`src/rtl/mips_multicycle_ctrl_pkg.sv`:
```
// Purpose: shared encodings for the multicycle MIPS control unit:
//   opcode/funct constants, ALU control codes, FSM state enum, the
//   per-state control word and its decode function.
// Ports: none (package).
package mips_ctrl_pkg;

  localparam int unsigned OP_W     = 6;
  localparam int unsigned FUNCT_W  = 6;
  localparam int unsigned ALUCTL_W = 3;
  localparam int unsigned STATE_W  = 4;

  localparam logic [OP_W-1:0] OP_RTYPE = 6'b000000;
  localparam logic [OP_W-1:0] OP_LW    = 6'b100011;
  localparam logic [OP_W-1:0] OP_SW    = 6'b101011;
  localparam logic [OP_W-1:0] OP_BEQ   = 6'b000100;
  localparam logic [OP_W-1:0] OP_ADDI  = 6'b001000;
  localparam logic [OP_W-1:0] OP_J     = 6'b000010;

  localparam logic [FUNCT_W-1:0] FUNCT_ADD = 6'b100000;
  localparam logic [FUNCT_W-1:0] FUNCT_SUB = 6'b100010;
  localparam logic [FUNCT_W-1:0] FUNCT_AND = 6'b100100;
  localparam logic [FUNCT_W-1:0] FUNCT_OR  = 6'b100101;
  localparam logic [FUNCT_W-1:0] FUNCT_SLT = 6'b101010;

  localparam logic [ALUCTL_W-1:0] ALUCTL_ADD = 3'b010;
  localparam logic [ALUCTL_W-1:0] ALUCTL_SUB = 3'b110;
  localparam logic [ALUCTL_W-1:0] ALUCTL_AND = 3'b000;
  localparam logic [ALUCTL_W-1:0] ALUCTL_OR  = 3'b001;
  localparam logic [ALUCTL_W-1:0] ALUCTL_SLT = 3'b111;

  // aluop[1]=1 means "decode funct"; 2'b11 is treated the same as 2'b10
  typedef enum logic [1:0] {
    ALUOP_ADD   = 2'b00,
    ALUOP_SUB   = 2'b01,
    ALUOP_FUNCT = 2'b10
  } aluop_t;

  typedef enum logic [STATE_W-1:0] {
    FETCH   = 4'd0,
    DECODE  = 4'd1,
    MEMADR  = 4'd2,
    MEMRD   = 4'd3,
    MEMWB   = 4'd4,
    MEMWR   = 4'd5,
    RTYPEEX = 4'd6,
    RTYPEWB = 4'd7,
    BEQEX   = 4'd8,
    ADDIEX  = 4'd9,
    ADDIWB  = 4'd10,
    JEX     = 4'd11
  } state_t;

  // Moore control word produced by each state
  typedef struct packed {
    logic       iord;
    logic       memwrite;
    logic       irwrite;
    logic       regdst;
    logic       memtoreg;
    logic       regwrite;
    logic       alusrca;
    logic [1:0] alusrcb;
    logic [1:0] pcsrc;
    aluop_t     aluop;
    logic       pcwrite;
    logic       branch;
  } ctrl_t;

  // Per-state control word; unlisted fields and undefined states are all 0
  function automatic ctrl_t state_ctrl(input state_t s);
    ctrl_t c;
    c = '0;
    case (s)
      FETCH: begin
        c.alusrcb = 2'b01;
        c.irwrite = 1'b1;
        c.pcwrite = 1'b1;
      end
      DECODE:  c.alusrcb = 2'b11;
      MEMADR: begin
        c.alusrca = 1'b1;
        c.alusrcb = 2'b10;
      end
      MEMRD:   c.iord = 1'b1;
      MEMWB: begin
        c.memtoreg = 1'b1;
        c.regwrite = 1'b1;
      end
      MEMWR: begin
        c.iord     = 1'b1;
        c.memwrite = 1'b1;
      end
      RTYPEEX: begin
        c.alusrca = 1'b1;
        c.aluop   = ALUOP_FUNCT;
      end
      RTYPEWB: begin
        c.regdst   = 1'b1;
        c.regwrite = 1'b1;
      end
      BEQEX: begin
        c.alusrca = 1'b1;
        c.aluop   = ALUOP_SUB;
        c.pcsrc   = 2'b01;
        c.branch  = 1'b1;
      end
      ADDIEX: begin
        c.alusrca = 1'b1;
        c.alusrcb = 2'b10;
      end
      ADDIWB:  c.regwrite = 1'b1;
      JEX: begin
        c.pcsrc   = 2'b10;
        c.pcwrite = 1'b1;
      end
      default: c = '0;
    endcase
    return c;
  endfunction

  function automatic logic op_supported(input logic [OP_W-1:0] op);
    return (op == OP_LW) || (op == OP_SW) || (op == OP_RTYPE) ||
           (op == OP_BEQ) || (op == OP_ADDI) || (op == OP_J);
  endfunction

endpackage

```
`src/rtl/mips_multicycle_ctrl_if.sv`:
```
// Purpose: bundle between the multicycle control unit and its datapath.
//   master: control unit (consumes op/funct/zero, drives controls)
//   slave : datapath (drives op/funct/zero, consumes controls)
interface mips_multicycle_ctrl_if;
  import mips_ctrl_pkg::*;

  logic [OP_W-1:0]     op;
  logic [FUNCT_W-1:0]  funct;
  logic                zero;
  logic                iord;
  logic                memwrite;
  logic                irwrite;
  logic                regdst;
  logic                memtoreg;
  logic                regwrite;
  logic                alusrca;
  logic [1:0]          alusrcb;
  logic [1:0]          pcsrc;
  logic [ALUCTL_W-1:0] alucontrol;
  logic                pcen;
  logic                illegal_op;
  logic [STATE_W-1:0]  state_dbg;

  modport master (
    input  op, funct, zero,
    output iord, memwrite, irwrite, regdst, memtoreg, regwrite, alusrca,
           alusrcb, pcsrc, alucontrol, pcen, illegal_op, state_dbg
  );

  modport slave (
    output op, funct, zero,
    input  iord, memwrite, irwrite, regdst, memtoreg, regwrite, alusrca,
           alusrcb, pcsrc, alucontrol, pcen, illegal_op, state_dbg
  );
endinterface

```
`src/rtl/mips_multicycle_ctrl_aludec.sv`:
```
// Purpose: combinational ALU decoder, aluop + funct -> alucontrol.
// Ports: aluop_i (2), funct_i (6) in; alucontrol_o (3) out.
module aludec
  import mips_ctrl_pkg::*;
(
  input  aluop_t              aluop_i,
  input  logic [FUNCT_W-1:0]  funct_i,
  output logic [ALUCTL_W-1:0] alucontrol_o
);

  always_comb begin
    alucontrol_o = ALUCTL_ADD;
    case (aluop_i)
      ALUOP_ADD: alucontrol_o = ALUCTL_ADD;
      ALUOP_SUB: alucontrol_o = ALUCTL_SUB;
      default: begin
        // unknown funct falls back to add; the instruction still writes back
        case (funct_i)
          FUNCT_ADD: alucontrol_o = ALUCTL_ADD;
          FUNCT_SUB: alucontrol_o = ALUCTL_SUB;
          FUNCT_AND: alucontrol_o = ALUCTL_AND;
          FUNCT_OR:  alucontrol_o = ALUCTL_OR;
          FUNCT_SLT: alucontrol_o = ALUCTL_SLT;
          default:   alucontrol_o = ALUCTL_ADD;
        endcase
      end
    endcase
  end

endmodule

```
`src/rtl/mips_multicycle_ctrl.sv`:
```
// Purpose: Moore FSM sequencing the multicycle MIPS datapath (shared memory,
//   shared ALU). Control word is registered alongside the state; reset forces
//   FETCH mux selects with all enables low in the same cycle.
// Ports: clk, reset (sync, active-high); ctrl (master modport) carrying
//   op/funct/zero in and all mux selects, enables, pcen, illegal_op,
//   state_dbg out.
module mips_multicycle_ctrl
  import mips_ctrl_pkg::*;
(
  input logic                   clk,
  input logic                   reset,
  mips_multicycle_ctrl_if.master ctrl
);

  state_t state_q, state_d;
  ctrl_t  ctrl_q, ctrl_d, ctrl_c;

  // Next-state decode
  always_comb begin
    state_d = FETCH;
    case (state_q)
      FETCH:  state_d = DECODE;
      DECODE: begin
        case (ctrl.op)
          OP_LW, OP_SW: state_d = MEMADR;
          OP_RTYPE:     state_d = RTYPEEX;
          OP_BEQ:       state_d = BEQEX;
          OP_ADDI:      state_d = ADDIEX;
          OP_J:         state_d = JEX;
          default:      state_d = FETCH;
        endcase
      end
      MEMADR: begin
        if (ctrl.op == OP_LW)      state_d = MEMRD;
        else if (ctrl.op == OP_SW) state_d = MEMWR;
        else                       state_d = FETCH;
      end
      MEMRD:   state_d = MEMWB;
      RTYPEEX: state_d = RTYPEWB;
      ADDIEX:  state_d = ADDIWB;
      default: state_d = FETCH;
    endcase
    // control word is registered for the state being entered
    ctrl_d = state_ctrl(state_d);
  end

  always_ff @(posedge clk) begin
    if (reset) begin
      state_q <= FETCH;
      ctrl_q  <= state_ctrl(FETCH);
    end else begin
      state_q <= state_d;
      ctrl_q  <= ctrl_d;
    end
  end

  // Reset override: FETCH selects, every enable forced low (aborts writes)
  always_comb begin
    ctrl_c = ctrl_q;
    if (reset) begin
      ctrl_c          = state_ctrl(FETCH);
      ctrl_c.memwrite = 1'b0;
      ctrl_c.irwrite  = 1'b0;
      ctrl_c.regwrite = 1'b0;
      ctrl_c.pcwrite  = 1'b0;
      ctrl_c.branch   = 1'b0;
    end
  end

  aludec u_aludec (
    .aluop_i      (ctrl_c.aluop),
    .funct_i      (ctrl.funct),
    .alucontrol_o (ctrl.alucontrol)
  );

  assign ctrl.iord       = ctrl_c.iord;
  assign ctrl.memwrite   = ctrl_c.memwrite;
  assign ctrl.irwrite    = ctrl_c.irwrite;
  assign ctrl.regdst     = ctrl_c.regdst;
  assign ctrl.memtoreg   = ctrl_c.memtoreg;
  assign ctrl.regwrite   = ctrl_c.regwrite;
  assign ctrl.alusrca    = ctrl_c.alusrca;
  assign ctrl.alusrcb    = ctrl_c.alusrcb;
  assign ctrl.pcsrc      = ctrl_c.pcsrc;
  assign ctrl.pcen       = ctrl_c.pcwrite | (ctrl_c.branch & ctrl.zero);
  assign ctrl.illegal_op = (state_q == DECODE) && !op_supported(ctrl.op) && !reset;
  assign ctrl.state_dbg  = STATE_W'(state_q);

endmodule

```
`src/flat_wrapper.sv`:
```
// flat-port wrapper written by rule: the top's interface ports become plain ports
module mips_multicycle_ctrl_flat import mips_ctrl_pkg::*;
  (clk, reset, ctrl_op, ctrl_funct, ctrl_zero, ctrl_iord, ctrl_memwrite, ctrl_irwrite, ctrl_regdst, ctrl_memtoreg, ctrl_regwrite, ctrl_alusrca, ctrl_alusrcb, ctrl_pcsrc, ctrl_alucontrol, ctrl_pcen, ctrl_illegal_op, ctrl_state_dbg);
  mips_multicycle_ctrl_if ctrl_i ();
  input logic clk;
  input logic reset;
  input wire logic [$bits(ctrl_i.op)-1:0] ctrl_op;
  input wire logic [$bits(ctrl_i.funct)-1:0] ctrl_funct;
  input wire logic [$bits(ctrl_i.zero)-1:0] ctrl_zero;
  output wire logic [$bits(ctrl_i.iord)-1:0] ctrl_iord;
  output wire logic [$bits(ctrl_i.memwrite)-1:0] ctrl_memwrite;
  output wire logic [$bits(ctrl_i.irwrite)-1:0] ctrl_irwrite;
  output wire logic [$bits(ctrl_i.regdst)-1:0] ctrl_regdst;
  output wire logic [$bits(ctrl_i.memtoreg)-1:0] ctrl_memtoreg;
  output wire logic [$bits(ctrl_i.regwrite)-1:0] ctrl_regwrite;
  output wire logic [$bits(ctrl_i.alusrca)-1:0] ctrl_alusrca;
  output wire logic [$bits(ctrl_i.alusrcb)-1:0] ctrl_alusrcb;
  output wire logic [$bits(ctrl_i.pcsrc)-1:0] ctrl_pcsrc;
  output wire logic [$bits(ctrl_i.alucontrol)-1:0] ctrl_alucontrol;
  output wire logic [$bits(ctrl_i.pcen)-1:0] ctrl_pcen;
  output wire logic [$bits(ctrl_i.illegal_op)-1:0] ctrl_illegal_op;
  output wire logic [$bits(ctrl_i.state_dbg)-1:0] ctrl_state_dbg;
  assign ctrl_i.op = ctrl_op;
  assign ctrl_i.funct = ctrl_funct;
  assign ctrl_i.zero = ctrl_zero;
  assign ctrl_iord = ctrl_i.iord;
  assign ctrl_memwrite = ctrl_i.memwrite;
  assign ctrl_irwrite = ctrl_i.irwrite;
  assign ctrl_regdst = ctrl_i.regdst;
  assign ctrl_memtoreg = ctrl_i.memtoreg;
  assign ctrl_regwrite = ctrl_i.regwrite;
  assign ctrl_alusrca = ctrl_i.alusrca;
  assign ctrl_alusrcb = ctrl_i.alusrcb;
  assign ctrl_pcsrc = ctrl_i.pcsrc;
  assign ctrl_alucontrol = ctrl_i.alucontrol;
  assign ctrl_pcen = ctrl_i.pcen;
  assign ctrl_illegal_op = ctrl_i.illegal_op;
  assign ctrl_state_dbg = ctrl_i.state_dbg;
  mips_multicycle_ctrl u_core (.clk(clk), .reset(reset), .ctrl(ctrl_i));
endmodule
```
`config.mk`:
```
export PLATFORM = sky130hd
export DESIGN_NAME = mips_multicycle_ctrl_flat
export DESIGN_NICKNAME = d
export VERILOG_FILES = /design/src/rtl/mips_multicycle_ctrl_pkg.sv /design/src/rtl/mips_multicycle_ctrl_if.sv /design/src/rtl/mips_multicycle_ctrl_aludec.sv /design/src/rtl/mips_multicycle_ctrl.sv /design/src/flat_wrapper.sv
export SDC_FILE = /design/constraint.sdc
export NUM_CORES = 1
export LEC_CHECK = 0
export ABC_AREA = 1
export ABC_CLOCK_PERIOD_IN_PS = 3850
export BUFFER_PORTS_ARGS = -buffer_cell sky130_fd_sc_hd__buf_2
export CORE_MARGIN = 1
export CORE_UTILIZATION = 39
export CTS_BUF_LIST = sky130_fd_sc_hd__clkbuf_2 sky130_fd_sc_hd__clkbuf_4 sky130_fd_sc_hd__clkbuf_8
export DETAILED_ROUTE_END_ITERATION = 12
export PLACE_DENSITY_LB_ADDON = 0.1
export SLEW_MARGIN = 20
export SYNTH_ARGS = -nofsm -noshare
export SYNTH_HDL_FRONTEND = slang
export SYNTH_SLANG_ARGS = --single-unit
```
`constraint.sdc`:
```
create_clock -name clk -period 3.85 [get_ports clk]
set_clock_uncertainty 0.15 [all_clocks]
set_input_delay 0.385 -clock clk [delete_from_list [all_inputs] [get_ports clk]]
set_output_delay 0.385 -clock clk [all_outputs]
set_load 0.005 [all_outputs]
```
Word-level counts from Yosys, hierarchy flattened
Cells that the tools add are included.
W data, S select, Z words.
{"block": "word_totals", "wordCells": 79, "regBits": 19, "romBits": 0, "mem_count": 0, "ramBits": 0, "latch_bits": 0, "out_inout_bits": 20, "inputBits": 15}
{"block": "classes", "n_eq_ne": 26, "shift": 0, "multipliers": 0, "add_sub_neg": 0, "bitwise": 2, "magnitude_cmp": 0, "div": 0, "reduce_logical": 19, "n_mux": 19}
{"operator": "$eq A6 B6 Y1 const B", "n": 6}
{"operator": "$pmux W4 S6", "n": 1}
{"operator": "$eq A4 B3 Y1 const B", "n": 5}
{"operator": "$eq A4 B4 Y1 const B", "n": 5}
{"operator": "$pmux W4 S5", "n": 1}
{"operator": "$eq A4 B2 Y1 const B", "n": 4}
{"operator": "$mux W15", "n": 1}
{"operator": "$pmux W3 S4", "n": 1}
{"operator": "$mux W1", "n": 9}
{"operator": "$eq A4 B1 Y1 const B", "n": 2}
{"operator": "$logic_not A4 Y1", "n": 2}
{"operator": "$pmux W2 S2", "n": 2}
{"operator": "$reduce_or A2 Y1", "n": 4}
{"operator": "$eq A6 B2 Y1 const B", "n": 1}
{"operator": "$eq A6 B3 Y1 const B", "n": 1}
{"operator": "$eq A6 B4 Y1 const B", "n": 1}
{"operator": "$logic_not A6 Y1", "n": 1}
{"operator": "$pmux W2 S3", "n": 1}
{"operator": "$pmux W3 S2", "n": 1}
{"operator": "$logic_or A1 B1 Y1", "n": 5}
{"operator": "$mux W4", "n": 1}
{"operator": "$reduce_or A4 Y1", "n": 1}
{"operator": "$mux W3", "n": 1}
{"operator": "$reduce_or A3 Y1", "n": 1}
{"operator": "6 further kinds", "n": 8}

Longest topological paths before layout
{"block": "logic_depth", "depth_word": 9, "mapped_depth": 11}

By module
From an unflattened synthesis, not the netlist that was laid out.
{"block": "unflattened", "hier_cells": 178, "area_unflattened_um2": 1076.0}
{"module": "mips_multicycle_ctrl", "area_each_um2": 944.7, "n_inst": 1, "cells_per_inst": 149, "seq_area_each_um2": 340.3}
{"module": "aludec", "area_each_um2": 131.4, "n_inst": 1, "cells_per_inst": 29, "seq_area_each_um2": 0.0}

Least setup slack after synthesis
OpenSTA, ideal clock, no wires.
{"block": "synth_path", "path_type": "flip-flop to output port", "startpoint": "register u_core.state_q[0], in the netlist u_core.ctrl.state_dbg[0]", "endpoint": "output ctrl_illegal_op", "arrival_ps": 1082, "path_stages_with_launch": 5, "slack_ps": 2233, "cell_sequence": "dfxtp_1 inv_1 nor3_4 inv_2 nor4_1"}
{"block": "synth_between", "elab_chain_len": 3}
{"element": "from (decl)", "line": "mips_multicycle_ctrl.sv:15", "text": "state_t state_q, state_d;"}
{"element": "from (signal assigned)", "line": "mips_multicycle_ctrl.sv:52", "text": "state_q <= state_d;"}
{"element": "$eq A4 B1 Y1", "line": "mips_multicycle_ctrl.sv:86", "text": "assign ctrl.illegal_op = (state_q == DECODE) && !op_supported(ctrl.op) && !reset;"}
{"element": "$logic_and A1 B1 Y1 (2 in series)", "line": "mips_multicycle_ctrl.sv:86"}
{"element": "to (decl)", "line": "flat_wrapper.sv:21", "text": "output wire logic [$bits(ctrl_i.illegal_op)-1:0] ctrl_illegal_op;"}
No other way between the ends.

Worst setup path after layout
{"block": "layout_path", "startpoint": "register u_core.state_q[3], in the netlist u_core.ctrl.state_dbg[3]", "endpoint": "output ctrl_illegal_op"}
Same word-level chain as after synthesis.

==> impl_metrics.tcl <==
set metrics [dict create \
    final_nets 206 \
    critPathKind "flip-flop to primary output" \
    synth_seq_cells 18 \
    worstPathRequired_ns 3.31 \
    grt_use_met3 0.0439 \
    grt_pass1_vias 852 \
    ant_nets 0 \
    gr-usage-met2 0.263 \
    drv_cap 0 \
    p_per_area_mw_per_mm2 294 \
    grt-ovfl-total 0 \
    wl_um 1950 \
    clkTransAtPathRegs_ns 0.10 \
    use_met1 0.216 \
    r2r_slack_ns 2.22 \
    hold_viol 0 \
    crit_chain "nor2_2 -> inv_2 -> nor3_4 -> inv_2 -> nor4_1 -> buf_2" \
    hp-class "primary input to flip-flop" \
    syn-cell-area_um2 971 \
    dp.cells 214 \
    cts_buffer_depth 2 \
    die_w_um 51.9 \
    ios 35 \
    worst_pin_slew_ns 0.388 \
    row_count 17 \
    routedWlPerCell_um 8.93 \
    initial_core_util 0.427 \
    syn_area_per_cell_um2 6.30 \
    whs_ns 0.333 \
    core_area_mm2 0.00228 \
    cts_buffers 3 \
    final_cells 218 \
    dp_hpwl_um 1550 \
    dr.pass1.iters 5 \
    synth_cells 154 \
    area_delta_synth_final_pct 24.1 \
    fmax_mhz 469 \
    grt-busiest-layer "met2" \
    crit_fanout 4 \
    final_common_cell "buf_2" \
    grt_max_degree 22 \
    grt_pass1_wl_um 3340 \
    arrival_ns 1.60 \
    total_leakage_power_nw 0.707 \
    hold_buffers 0 \
    cts_root_buf "clkbuf_4" \
    ctsResizeCount 0 \
    via_count 1003 \
    antenna_found_initial 0 \
    ir_drop_mv 0.293 \
    design_area_mm2 0.00120 \
    layout_common_cells "buf_2, nor2_1, inv_1" \
    finalSetupViolations 0 \
    drc 0 \
    vias_per_cell 4.60 \
    clock_latency_ns 0.29 \
    cts_setup_buffers 0 \
    finalSetupTns_ns 0 \
    place_area_mm2 0.00117 \
    drive_gt1_frac 0.289 \
    worst_setup_path_end_kind "primary output" \
    cts_htree_levels 1 \
    grtUsageTotal 0.164 \
    critPathMaxStageDelay_ns 0.36 \
    ys_seq_area_frac 0.371 \
    start_kind "flip-flop" \
    fin_crit_ns 2.13 \
    finalCritPeriodShare 0.554 \
    path_common_cell "inv_2" \
    antenna_cells 0 \
    crit_slowest_cell "dfxtp_1" \
    cts_tree "yes" \
    dieArea_mm2 0.00269 \
    outcome "completed" \
    synth_warnings 0 \
    drt_iter0_markers 24 \
    ys_types 24 \
    die_y_um 51.9 \
    rsz0062_at_grt "no" \
    io_buffers 34 \
    clock-sinks 18 \
    place.gp.congestion 0.876 \
    synth_fp_nets 169 \
    relSlewSlack 0.741 \
    slew_violations 0 \
    power_mw 0.354 \
]
==> synth_stat cells (all sizes together) <==
| cell | n | area (um2) |
|---|---|---|
| nor2 | 39 | 166 |
| inv | 32 | 120 |
| nand2 | 29 | 114 |
| nand3 | 19 | 95.1 |
| dfxtp | 18 | 360 |
| nor3 | 3 | 26.3 |
| o21ai | 3 | 18.8 |
| a211oi | 1 | 7.51 |
| a21oi | 1 | 5.00 |
| a31oi | 1 | 6.26 |
| and3 | 1 | 7.51 |
| buf | 1 | 3.75 |
| clkbuf | 1 | 3.75 |
| nand3b | 1 | 11.3 |
| nand4 | 1 | 6.26 |
| nor4 | 1 | 6.26 |
| o22ai | 1 | 6.26 |
| or2 | 1 | 6.26 |
==> metrics by stage <==
step                      utilization  worst slack (ns)
after floorplan                     -              2.23
after global placement          0.513              1.83
after detailed placement        0.513              1.79
after CTS                       0.529              1.68
after global routing            0.529              1.60
final                           0.529              1.72
==> flip-flops by register name, indices dropped and copies added (netlist names) <==
signal                 flops
u_core.ctrl.state_dbg      4
u_core.ctrl_q             14
==> logic make-up (layout without fill, tap and decap cells) <==
group,count (synthesis),count (layout),share of synthesized area
AO/OA/AOI/OAI,7,7,0.0451
AND/OR/NAND/NOR,95,95,0.452
buffers and inverters,34,70,0.131
flip-flops,18,18,0.371
==> layer usage <==
metal | routed length (um) | vias to the layer above
li1 | - | 543
met1 | 950 | 431
met2 | 868 | 27
met3 | 115 | 2
met4 | 12 | 0
met5 | 0 | -
==> layout make-up <==
class	instances	area, um2
Timing Repair Buffer	34	170
Clock buffer	4	36.3
Fill cell	243	1070
Multi-Input combinational cell	102	483
Inverter	32	120
Sequential cell	18	360
Tap cell	28	35.0
==> worst paths after layout <==
path                            start                       end  cells after the start
max          u_core.ctrl.state_dbg[3]           ctrl_illegal_op                      6
min                             reset  u_core.ctrl.state_dbg[0]                      2
max reg2reg  u_core.ctrl.state_dbg[3]          u_core.ctrl_q[7]                      9
min reg2reg  u_core.ctrl.state_dbg[0]         u_core.ctrl_q[10]                      2
==> worst max-delay path, delay by kind of cell, from the launching register on <==
family / cells / cell delay (ns)
AND/OR/NAND/NOR: 3 / 0.63
flip-flops: 1 / 0.36
buffers and inverters: 3 / 0.31
==> where the power goes <==
group	internal (mW)	switching (mW)	leakage, nW
Combinational	0.0185	0.0285	0.540
Sequential	0.191	0.00286	0.146
Clock	0.0576	0.0560	0.0210
Power figures use the tool's default switching activity.
